[src/rtl/pipe_mem.sv]
// rtl/pipe_mem.sv - MEM pipeline stage with req/ack data-memory port; optional PIPE_MEM_ALIGN_CHK_EN
module pipe_mem #(
    parameter int AW = 32
) (
    input  logic          clk,
    input  logic          rst,
    input  logic          exe_mem_validto,
    output logic          mem_allowin,
    input  logic          wb_allowin,
    output logic          mem_wb_validto,
    input  logic [31:0]   alu_result_in,
    input  logic [31:0]   rt_in,
    input  logic [4:0]    rdc_in,
    input  logic [1:0]    rd_mux_sel_in,
    input  logic          dmem_we_in,
    input  logic          lw_instr_in,
    input  logic          rf_we_in,
    input  logic          bypass_rdc_valid_in,
    input  logic [31:0]   lo_in,
    input  logic [31:0]   hi_in,
    output logic          dmem_req,
    output logic          dmem_wr,
    output logic [AW-1:0] dmem_addr,
    output logic [31:0]   dmem_wdata,
    input  logic          dmem_ack,
    input  logic [31:0]   dmem_rdata,
    output logic [31:0]   rd_data,
    output logic [4:0]    rdc_mem,
    output logic          rf_we,
    output logic [31:0]   bypass_mem,
    output logic          mem_rdc_valid,
`ifdef PIPE_MEM_ALIGN_CHK_EN
    output logic          mem_adel,
`endif
    output logic          mem_load_pending
);

    typedef enum logic [1:0] {
        IDLE = 2'd0,
        REQ  = 2'd1,
        DONE = 2'd2
    } state_t;

    state_t      state;
    state_t      state_nxt;
    logic        mem_valid;
    logic        mem_ready_go;
    logic        capture;
    logic        transfer;
    logic        access;
    logic        access_in;
    logic        adel_in;

    logic [31:0] alu_result_r;
    logic [31:0] rt_r;
    logic [4:0]  rdc_r;
    logic [1:0]  rd_mux_sel_r;
    logic        dmem_we_r;
    logic        lw_instr_r;
    logic        rf_we_r;
    logic        bypass_rdc_valid_r;
    logic [31:0] lo_r;
    logic [31:0] hi_r;
    logic [31:0] load_buf;
    logic        adel_r;

    assign access       = lw_instr_r | dmem_we_r;
    assign access_in    = lw_instr_in | dmem_we_in;
    assign mem_ready_go = !access || (state == DONE);
    assign mem_allowin  = !mem_valid || (mem_ready_go && wb_allowin);
    assign mem_wb_validto = mem_valid && mem_ready_go;
    assign capture      = exe_mem_validto && mem_allowin;
    assign transfer     = mem_wb_validto && wb_allowin;

`ifdef PIPE_MEM_ALIGN_CHK_EN
    // A misaligned access never reaches memory; it completes immediately with an exception flag.
    assign adel_in  = access_in && (alu_result_in[1:0] != 2'b00);
    assign mem_adel = adel_r;
`else
    assign adel_in  = 1'b0;
`endif

    // Stage occupancy: refilled (or emptied) whenever the stage may accept.
    always_ff @(posedge clk) begin
        if (rst) begin
            mem_valid <= 1'b0;
        end else if (mem_allowin) begin
            mem_valid <= exe_mem_validto;
        end
    end

    // Payload capture; deliberately unreset since mem_valid qualifies every use.
    always_ff @(posedge clk) begin
        if (capture) begin
            alu_result_r       <= alu_result_in;
            rt_r               <= rt_in;
            rdc_r              <= rdc_in;
            rd_mux_sel_r       <= rd_mux_sel_in;
            dmem_we_r          <= dmem_we_in;
            lw_instr_r         <= lw_instr_in;
            rf_we_r            <= rf_we_in;
            bypass_rdc_valid_r <= bypass_rdc_valid_in;
            lo_r               <= lo_in;
            hi_r               <= hi_in;
        end
    end

    // Address-error flag follows the instruction through MEM and drops when it leaves.
    always_ff @(posedge clk) begin
        if (rst) begin
            adel_r <= 1'b0;
        end else if (capture) begin
            adel_r <= adel_in;
        end else if (transfer) begin
            adel_r <= 1'b0;
        end
    end

    // Read data is latched only on the completing ack of a read.
    always_ff @(posedge clk) begin
        if (state == REQ && dmem_ack && !dmem_we_r) begin
            load_buf <= dmem_rdata;
        end
    end

    // Memory-access FSM state register.
    always_ff @(posedge clk) begin
        if (rst) begin
            state <= IDLE;
        end else begin
            state <= state_nxt;
        end
    end

    // Next-state: a capture always restarts the FSM; otherwise wait for ack, then for WB.
    always_comb begin
        state_nxt = state;
        if (capture) begin
            if (adel_in) begin
                state_nxt = DONE;
            end else if (access_in) begin
                state_nxt = REQ;
            end else begin
                state_nxt = IDLE;
            end
        end else begin
            case (state)
                REQ:     if (dmem_ack) state_nxt = DONE;
                DONE:    if (transfer) state_nxt = IDLE;
                default: state_nxt = state;
            endcase
        end
    end

    // Memory port: request held in REQ, address/data come straight from stable payload registers.
    always_comb begin
        dmem_req   = mem_valid && (state == REQ);
        dmem_wr    = dmem_we_r;
        dmem_addr  = {alu_result_r[AW-1:2], 2'b00};
        dmem_wdata = rt_r;
    end

    // Writeback value select and WB/bypass qualifiers.
    always_comb begin
        case (rd_mux_sel_r)
            2'b00:   rd_data = alu_result_r;
            2'b01:   rd_data = load_buf;
            2'b10:   rd_data = hi_r;
            default: rd_data = lo_r;
        endcase
        bypass_mem       = rd_data;
        rdc_mem          = rdc_r;
        rf_we            = mem_valid && rf_we_r && !adel_r;
        mem_load_pending = mem_valid && lw_instr_r && (state != DONE);
        mem_rdc_valid    = rf_we && bypass_rdc_valid_r && !mem_load_pending;
    end

endmodule

[config.mk]
export PLATFORM = sky130hd
export DESIGN_NAME = pipe_mem
export DESIGN_NICKNAME = d
export VERILOG_FILES = /design/src/rtl/pipe_mem.sv
export SDC_FILE = /design/constraint.sdc
export NUM_CORES = 1
export LEC_CHECK = 0
export BUFFER_PORTS_ARGS = -buffer_cell sky130_fd_sc_hd__clkbuf_2
export CORE_MARGIN = 1
export CORE_UTILIZATION = 46
export CTS_CLUSTER_DIAMETER = 100
export DETAILED_ROUTE_END_ITERATION = 8
export PLACE_DENSITY = 0.79
export SYNTH_ARGS = -nofsm -noshare
export SYNTH_HDL_FRONTEND = slang
export SYNTH_SLANG_ARGS = --single-unit
[constraint.sdc]
create_clock -name clk -period 5.95 [get_ports clk]
set_input_delay 0.2975 -clock clk [delete_from_list [all_inputs] [get_ports clk]]
set_output_delay 0.2975 -clock clk [all_outputs]
set_load 0.02 [all_outputs]
## After elaboration in Yosys (flattened, before gate mapping)

Cells that the tools add are included.

| operators by class | value |
|---|---|
| eq/ne operators | 7 |
| add/sub/neg operators | 0 |
| bitwise operators | 2 |
| shift operators | 0 |
| multiply operators | 0 |
| reduce and logical (&&, ||, !) cells | 21 |
| $lt $le $gt $ge | 0 |
| div/mod/pow operators | 0 |
| muxes and demuxes | 6 |

Operator list:

| cell | count |
|---|---|
| 32-bit case mux with 3 select lines | 1 |
| 1-bit logical AND | 12 |
| 2-bit two-way mux | 3 |
| 3-bit != test, second input constant | 2 |
| 2-bit by 1-bit equality test with 1-bit output, second input constant | 2 |
| 2-bit equality test, second input constant | 2 |
| 1-bit zero test | 4 |
| 2-bit case mux with 2 select lines | 1 |
| 3-bit AND reduction | 1 |
| 3-bit nonzero test | 1 |
| 2-bit zero test | 1 |
| 1-bit logical OR | 2 |
| 2-bit != test, second input constant | 1 |
| 1-bit OR | 2 |
| 1-bit two-way mux | 1 |

| word-level totals | value |
|---|---|
| register bits | 174 |
| ROM bits | 0 |
| bits in writable memories | 0 |
| logic and storage cells | 49 |
| output and inout bits | 140 |
| bits in latches | 0 |
| memories kept | 0 |

## Longest topological paths before layout

Gate-level depths: netlist of run 1.

| logic depth | value |
|---|---|
| depth after elaboration | 8 |
| gate-level depth with buffers | 4 |
| gate-level depth less buffers | 4 |

## Least setup slack after synthesis of run 1

OpenSTA, ideal clock, no wires.

| timing | value |
|---|---|
| kind | register to register |
| from | reg dmem_we_r, in the netlist dmem_wr |
| to | reg state[0] |
| path buffers | 0 |
| setup time | 0.321 ns |
| cell stages (with the launch flop) | 5 |
| arrival time | 4.719 ns |
| setup slack | 0.910 ns |
| path through | edfxtp_1 > nor2_1 > o21ai_2 > a21boi_2 > mux2i_1 |

| between the ends | value |
|---|---|
| longest elaborated chain between the ends | 8 |
| elaborated cells on any way between the ends | 13 |

RTL lines:

| what | line | text |
|---|---|---|
| from (decl) | 58 | `logic dmem_we_r;` |
| from (signal assigned) | 99 | `dmem_we_r <= dmem_we_in;` |
| 1-bit OR * | 67 | `assign access = lw_instr_r \| dmem_we_r;` |
| 1-bit zero test * | 69 | `assign mem_ready_go = !access \|\| (state == DONE);` |
| 1-bit logical OR * | 69 |  |
| 1-bit logical AND * | 70 | `assign mem_allowin = !mem_valid \|\| (mem_ready_go && wb_allowin);` |
| 1-bit logical OR * | 70 |  |
| 1-bit logical AND * | 72 | `assign capture = exe_mem_validto && mem_allowin;` |
| named net capture | 48 | `logic capture;` |
| 3-bit != test (no line) or 3-bit nonzero test (tied branches) | n/a |  |
| 3-bit AND reduction (no line) | n/a |  |
| to (signal assigned) | 131 | `state <= state_nxt;` |
| to (decl) | 44 | `state_t state;` |

Mark *: on every way through the listed nets, which the timed path passes. The rest lies on a longest branch.
A chain may end at the register's enable or synchronous reset.

## Worst setup path in the final report of run 1

| timing | value |
|---|---|
| from | reg state[1] |
| to | reg hi_r[7] (enable) |

| between the ends | value |
|---|---|
| longest elaborated chain between the ends | 5 |

RTL lines:

| what | line | text |
|---|---|---|
| 2-bit equality test | 69 |  |
| 1-bit logical OR | 69 |  |
| 1-bit logical AND | 70 |  |
| 1-bit logical OR | 70 |  |
| 1-bit logical AND | 72 |  |
| named net capture | 48 |  |
| to (signal assigned) | 104 | `hi_r <= hi_in;` |
| to (decl) | 63 | `logic [31:0] hi_r;` |

The timed path passes the listed nets, and every way through them passes these cells.

==> results of run 1 <==
-- stage by stage --
step	utilization	cells	power, mW	worst slack, ns	hold WS, ns
detailed placement	0.568	729	1.81	3.14	0.476
floorplan	-	301	1.71	0.910	0.370
global placement	0.568	729	1.80	3.28	0.475
finish	0.609	761	2.85	3.16	0.0473
global route	0.609	761	2.95	2.98	0.0222
CTS	0.609	761	2.88	3.16	0.0309
-- state kept, by name (all words and copies together) (netlist names), 2 cells and up --
name and count:
alu_result_r 32, dmem_wdata 32, hi_r 32, lo_r 32
load_buf 32, rdc_mem 5, rd_mux_sel_r 2, state 2
-- worst max-delay path: stages (launching register included) --
cell and delay (ns):
dfxtp_1 0.43, nor2b_4 0.21, o21ai_2 0.11, a21boi_4 0.85, buf_4 0.74
-- layout make-up --
class | count | area [µm²] | area share
Clock inverter | 14 | 154 | 0.0181
Tap cell | 180 | 225 | 0.0264
Timing Repair Buffer | 319 | 1610 | 0.189
Clock buffer | 18 | 429 | 0.0504
Multi-Input combinational cell | 56 | 907 | 0.106
Sequential cell | 174 | 5190 | 0.610
-- cell usage in the layout, fill, tap and decap left out --
cell,count
inv_8,2
inv_6,4
a21oi_1,1
nor3_1,1
edfxtp_1,171
clkbuf_16,17
clkinv_8,1
buf_4,6
clkbuf_1,1
a21boi_4,1
nand3b_1,2
clkbuf_2,313
nor2b_4,1
nand2_1,3
nand2b_1,1
o21ai_2,1
and2_1,1
clkinvlp_4,2
nor2_1,4
mux4_1,2
and3b_1,1
conb_1,2
clkinv_4,4
dfxtp_1,3
bufinv_16,1
mux2i_1,1
nor4bb_4,1
mux4_2,30
o21bai_1,1
a22oi_1,1
o21a_1,1
-- where the power goes --
group / switching [mW] / internal, mW
Combinational: 0.199 / 0.129
Sequential: 0.0240 / 1.42
Clock: 0.485 / 0.594
-- cell families after synthesis --
logic type / after synthesis / share of synthesized area
and+or+nand+nor: 15 / 0.0137
buffers and inverters: 71 / 0.0853
muxes: 33 / 0.111
DFF: 174 / 0.782
AOI/OAI and AO/OA: 6 / 0.00716
other: 1 / 0.000565
-- how the worst max path moves through the flow --
stage                     startpoint  endpoint  slack [ns]  depth (start not counted)
final                       state[1]   hi_r[7]        3.16                          4
after global placement       dmem_wr   rf_we_r        3.28                          4
after detailed placement     dmem_wr   lo_r[0]        3.14                          4
after CTS                   state[1]   hi_r[7]        3.16                          4
after global routing        state[1]   hi_r[7]        2.98                          4
after floorplan              dmem_wr  state[0]        0.91                          4
-- metal layers --
layer,GRT usage,up-vias
li1,-,1663
met1,0.210,1791
met2,0.353,214
met3,0.0641,19
met4,0.0655,0
met5,0,-
==> results.cfg, run 1 <==
[placed_design]
io_buffers = 313
placed_cell_area_um2 = 7940
globalplace.congestion = 0.788
place_hpwl_um = 10300

[yosys]
avgSynthCellArea_um2 = 22.1
yosys_warnings = 0
synth_edf_count = 171
synth_area_leaders = edfxtp_1, mux4_2, buf_4, buf_12, dfxtp_1
synth_commonest_cells = edfxtp_1, buf_4, mux4_2
synth_seq_cells = 174
ys_seq_area_frac = 0.782
synthFlopType = edfxtp_1
syn_inst = 300
yosysTopAreaCell = edfxtp_1
yosysMostFrequentCell = edfxtp_1
ys_async_sr_fraction = 0
synth_cell_types = 25
synth_top_area_frac = 0.773
syn-cell-area_um2 = 6640

[min_path]
min_path_type = in -> reg
holdPathStages = 1
hold_path.startpoint = lo_in[28]
min_to = lo_r[28]

[critical_path]
crit_arrival_ns = 2.83
cp-end-kind = flop
start_kind = flop
critPathRequiredTime_ns = 6.00
reg2reg_depth = 4
reg2reg_slack_ns = 3.16
setup.worst_path.class = reg -> reg
timing.rr.start = state[1]
crit_fanout = 58
worst_r2r_endpoint = hi_r[7]

[route]
drc_errors = 0
ant_nets = 0
viasPerCell = 4.84
wl_per_cell_um = 18.6
routed-wl-met3_um = 1080
firstDrtPassIters = 4
routed.top_layer = met4
drt_iter0_drc = 215
wl_met1_um = 5080
met2_length_um = 7760
num_vias = 3687
drt-total-wl_um = 14100

[clock_tree]
cts_buffers = 17
cts_root_buffer = clkbuf_16
clkLatencyLatePin_ns = 0.42
clkTransAtPathRegs_ns = 0.07
cts_tree = yes
numClockSinks = 174
cts.htree.levels = 4
post_cts_buffers = 0
holdBufCountCts = 0
clk_path_buf_depth = 2
cts_resized = 0

[layout]
postLayoutCellArea_um2 = 8520
fillers = 1045
antennaDiodeCount = 0
area_growth_pct = 28.3
drive_above_1_share = 0.661
final_net_count = 744

[timing]
setup_violations = 0
hold_viol_final = 0
grt_setup_unrepaired = no
worst_slew_pin_slew_ns = 1.11
clock_skew_ns = 0.0104
tns_ns = 0
min_period_ns = 2.79
timing.final.crit_share = 0.469
drv_slew = 0
relSlewSlack = 0.257
clock.fmax_mhz = 359

[grt]
grt.total_usage = 0.194
grt_pass1_vias = 3925
antenna_found_initial = 0
grt_pass1_wl_um = 20500
gr-total-overflow = 0
grt_max_degree = 59

[floorplanning]
rows = 43
start_util = 0.475
io_pins = 316
die_h_um = 122
die_x_um = 122
die-area_um2 = 14900
coreArea_um2 = 14000

[pwr]
power.density_nw_per_um2 = 335
total_leakage_power_nw = 3.54
ir_worst_vdd_v = 0.000221

[flow_run]
max-cap-violations = 0

[run_status]
status = completed
(Power assumes the default switching activity.)
==> inputs of run 2 (changes only) <==
--- a/config.mk
+++ b/config.mk
@@ -5,6 +5,7 @@
 export SDC_FILE = /design/constraint.sdc
 export NUM_CORES = 1
 export LEC_CHECK = 0
+export ABC_AREA = 1
 export BUFFER_PORTS_ARGS = -buffer_cell sky130_fd_sc_hd__clkbuf_2
 export CORE_MARGIN = 1
 export CORE_UTILIZATION = 46
==> constraint.sdc (replaced) <==
create_clock -name clk -period 2.64 [get_ports clk]
set_input_delay 0.132 -clock clk [delete_from_list [all_inputs] [get_ports clk]]
set_output_delay 0.132 -clock clk [all_outputs]
set_load 0.02 [all_outputs]
==> run 2 against run 1 <==
Sequential power rose by 130%. Die area grew 0.50%. Sequential share of layout area fell by 11 points. Largest power group unchanged. Synthesized cell count grew 52%.
==> results.cfg, run 2 <==
[grt]
grt_pass1_wl_um = 30900
grt_pass1_vias = 5898
antenna_found_initial = 0
grt_max_degree = 75
grt.total_usage = 0.288
gr-total-overflow = 0

[route]
num_vias = 5625
drt_iter0_drc = 417
viasPerCell = 5.20
drc_errors = 0
firstDrtPassIters = 5
drt-total-wl_um = 21500
wl_per_cell_um = 19.9
ant_nets = 0

[timing]
min_period_ns = 2.39
grt_setup_unrepaired = no
clock_skew_ns = 0.0148
tns_ns = 0
timing.final.crit_share = 0.904
setup_violations = 0
drv_slew = 0
setup_ws_ns = 0.254
relSlewSlack = 0.540
hold_viol_final = 0
worst_hold_slack_ns = 0.128
worst_slew_pin_slew_ns = 0.690
clock.fmax_mhz = 419

[floorplanning]
rows = 43
die_h_um = 122
die_x_um = 122
die-area_um2 = 15000
start_util = 0.475
coreArea_um2 = 14000
io_pins = 316

[critical_path]
start_kind = flop
crit_arrival_ns = 2.25
reg2reg_slack_ns = 0.81
critPathRequiredTime_ns = 2.51
cp-end-kind = output pin
crit_fanout = 32
setup.worst_path.class = reg -> out

[layout]
mostFrequentLayoutCells = clkbuf_2, dlygate4sd3_1, edfxtp_1, nand2_1, nand3_1
fillers = 811
final_net_count = 1065
antennaDiodeCount = 0
area_growth_pct = 54.5
final_common_cell = clkbuf_2
drive_above_1_share = 0.396

[yosys]
yosys_warnings = 0
synth_seq_cells = 174
yosysMostFrequentCell = edfxtp_1
synth_area_leaders = edfxtp_1, buf_4, nand2_1, nand4_1, nand3_1
ys_async_sr_fraction = 0
ys_seq_area_frac = 0.778
syn_inst = 455
syn-cell-area_um2 = 6680
yosysTopAreaCell = edfxtp_1
synth_cell_types = 15
avgSynthCellArea_um2 = 14.7
synth_top_area_frac = 0.769
synth_commonest_cells = edfxtp_1, nand2_1, buf_4
synthFlopType = edfxtp_1
synth_edf_count = 171

[clock_tree]
cts.htree.levels = 4
clkTransAtPathRegs_ns = 0.07
cts_tree = yes
numClockSinks = 174
cts_root_buffer = clkbuf_16
clkLatencyLatePin_ns = 0.43
cts_resized = 0
cts_buffers = 17
clk_path_buf_depth = 2

[pwr]
ir_worst_vdd_v = 0.000676
power.density_nw_per_um2 = 655
total_power_mw = 6.76
total_leakage_power_nw = 4.39

[min_path]
min_path_type = in -> reg

[placed_design]
place_hpwl_um = 11300
place_ws_ns = 0.894
io_buffers = 313
globalplace.congestion = 0.876

[run_status]
status = completed

[flow_run]
max-cap-violations = 0
==> run 2: cell types whose count changed in the layout (fill, tap and decap cells not counted), sizes merged, moves of 4 or more <==
cell,change
dlygate4sd3,+173
nand2,+106
nand4,+32
nand3,+35
nor2,+4
a21oi,+4
mux4,-32
inv,+7
==> run 2: area by class of cell <==
| cell class | instances | area (µm²) | area share |
|---|---|---|---|
| Sequential cell | 174 | 5190 | 0.504 |
| Timing Repair Buffer | 494 | 3400 | 0.329 |
| Multi-Input combinational cell | 192 | 891 | 0.0864 |
| Clock buffer | 18 | 429 | 0.0416 |
| Tap cell | 180 | 225 | 0.0218 |
| Clock inverter | 14 | 143 | 0.0138 |
| Inverter | 10 | 37.5 | 0.00364 |
==> run 2: power breakdown <==
group	total, mW	internal [mW]	switching, mW
registers	3.28	3.21	0.0663
logic	1.02	0.424	0.597
clock network	2.46	1.39	1.06
==> run 2: stage by stage <==
step	instance area, µm²	util	instances
detailed placement	8010	0.571	877
global route	10300	0.735	1082
global placement	8010	0.571	877
floorplan	6690	-	456
finish	10300	0.735	1082
CTS	10300	0.735	1082
==> run 2: what timing repair did <==
item | in CTS | in global routing
endpoints found under the hold margin | 173 | 0
hold buffers | 173 | 0
setup buffers | 0 | 0
==> run 2: logic make-up after synthesis <==
kind of cell | count (synthesis) | synth area share
simple gates | 185 | 0.125
flops | 174 | 0.778
buf+inv | 90 | 0.0922
compound gates | 5 | 0.00375
other cells | 1 | 0.000562
==> run 2: worst max-delay path, stage by stage, from the launching register on <==
cell      delay, ns
edfxtp_1       0.54
nand2_1        0.15
inv_2          0.53
nand2_1        0.21
nand4_1        0.18
clkbuf_2       0.20
==> run 2: final timing paths <==
path	endpoint	from	cells after the start
min reg2reg	mem_valid	mem_valid	2
min	mem_valid	wb_allowin	4
max reg2reg	dmem_wdata[29]	dmem_wr	6
max	rd_data[23]	rd_mux_sel_r[0]	5
==> run 2: per-layer routing <==
| metal | up-vias | global-route usage | wire length (µm) |
|---|---|---|---|
| li1 | 2436 | - | - |
| met1 | 2689 | 0.301 | 7130 |
| met2 | 424 | 0.526 | 11600 |
| met3 | 76 | 0.0762 | 1990 |
| met4 | 0 | 0.147 | 794 |
| met5 | - | 0 | 0 |
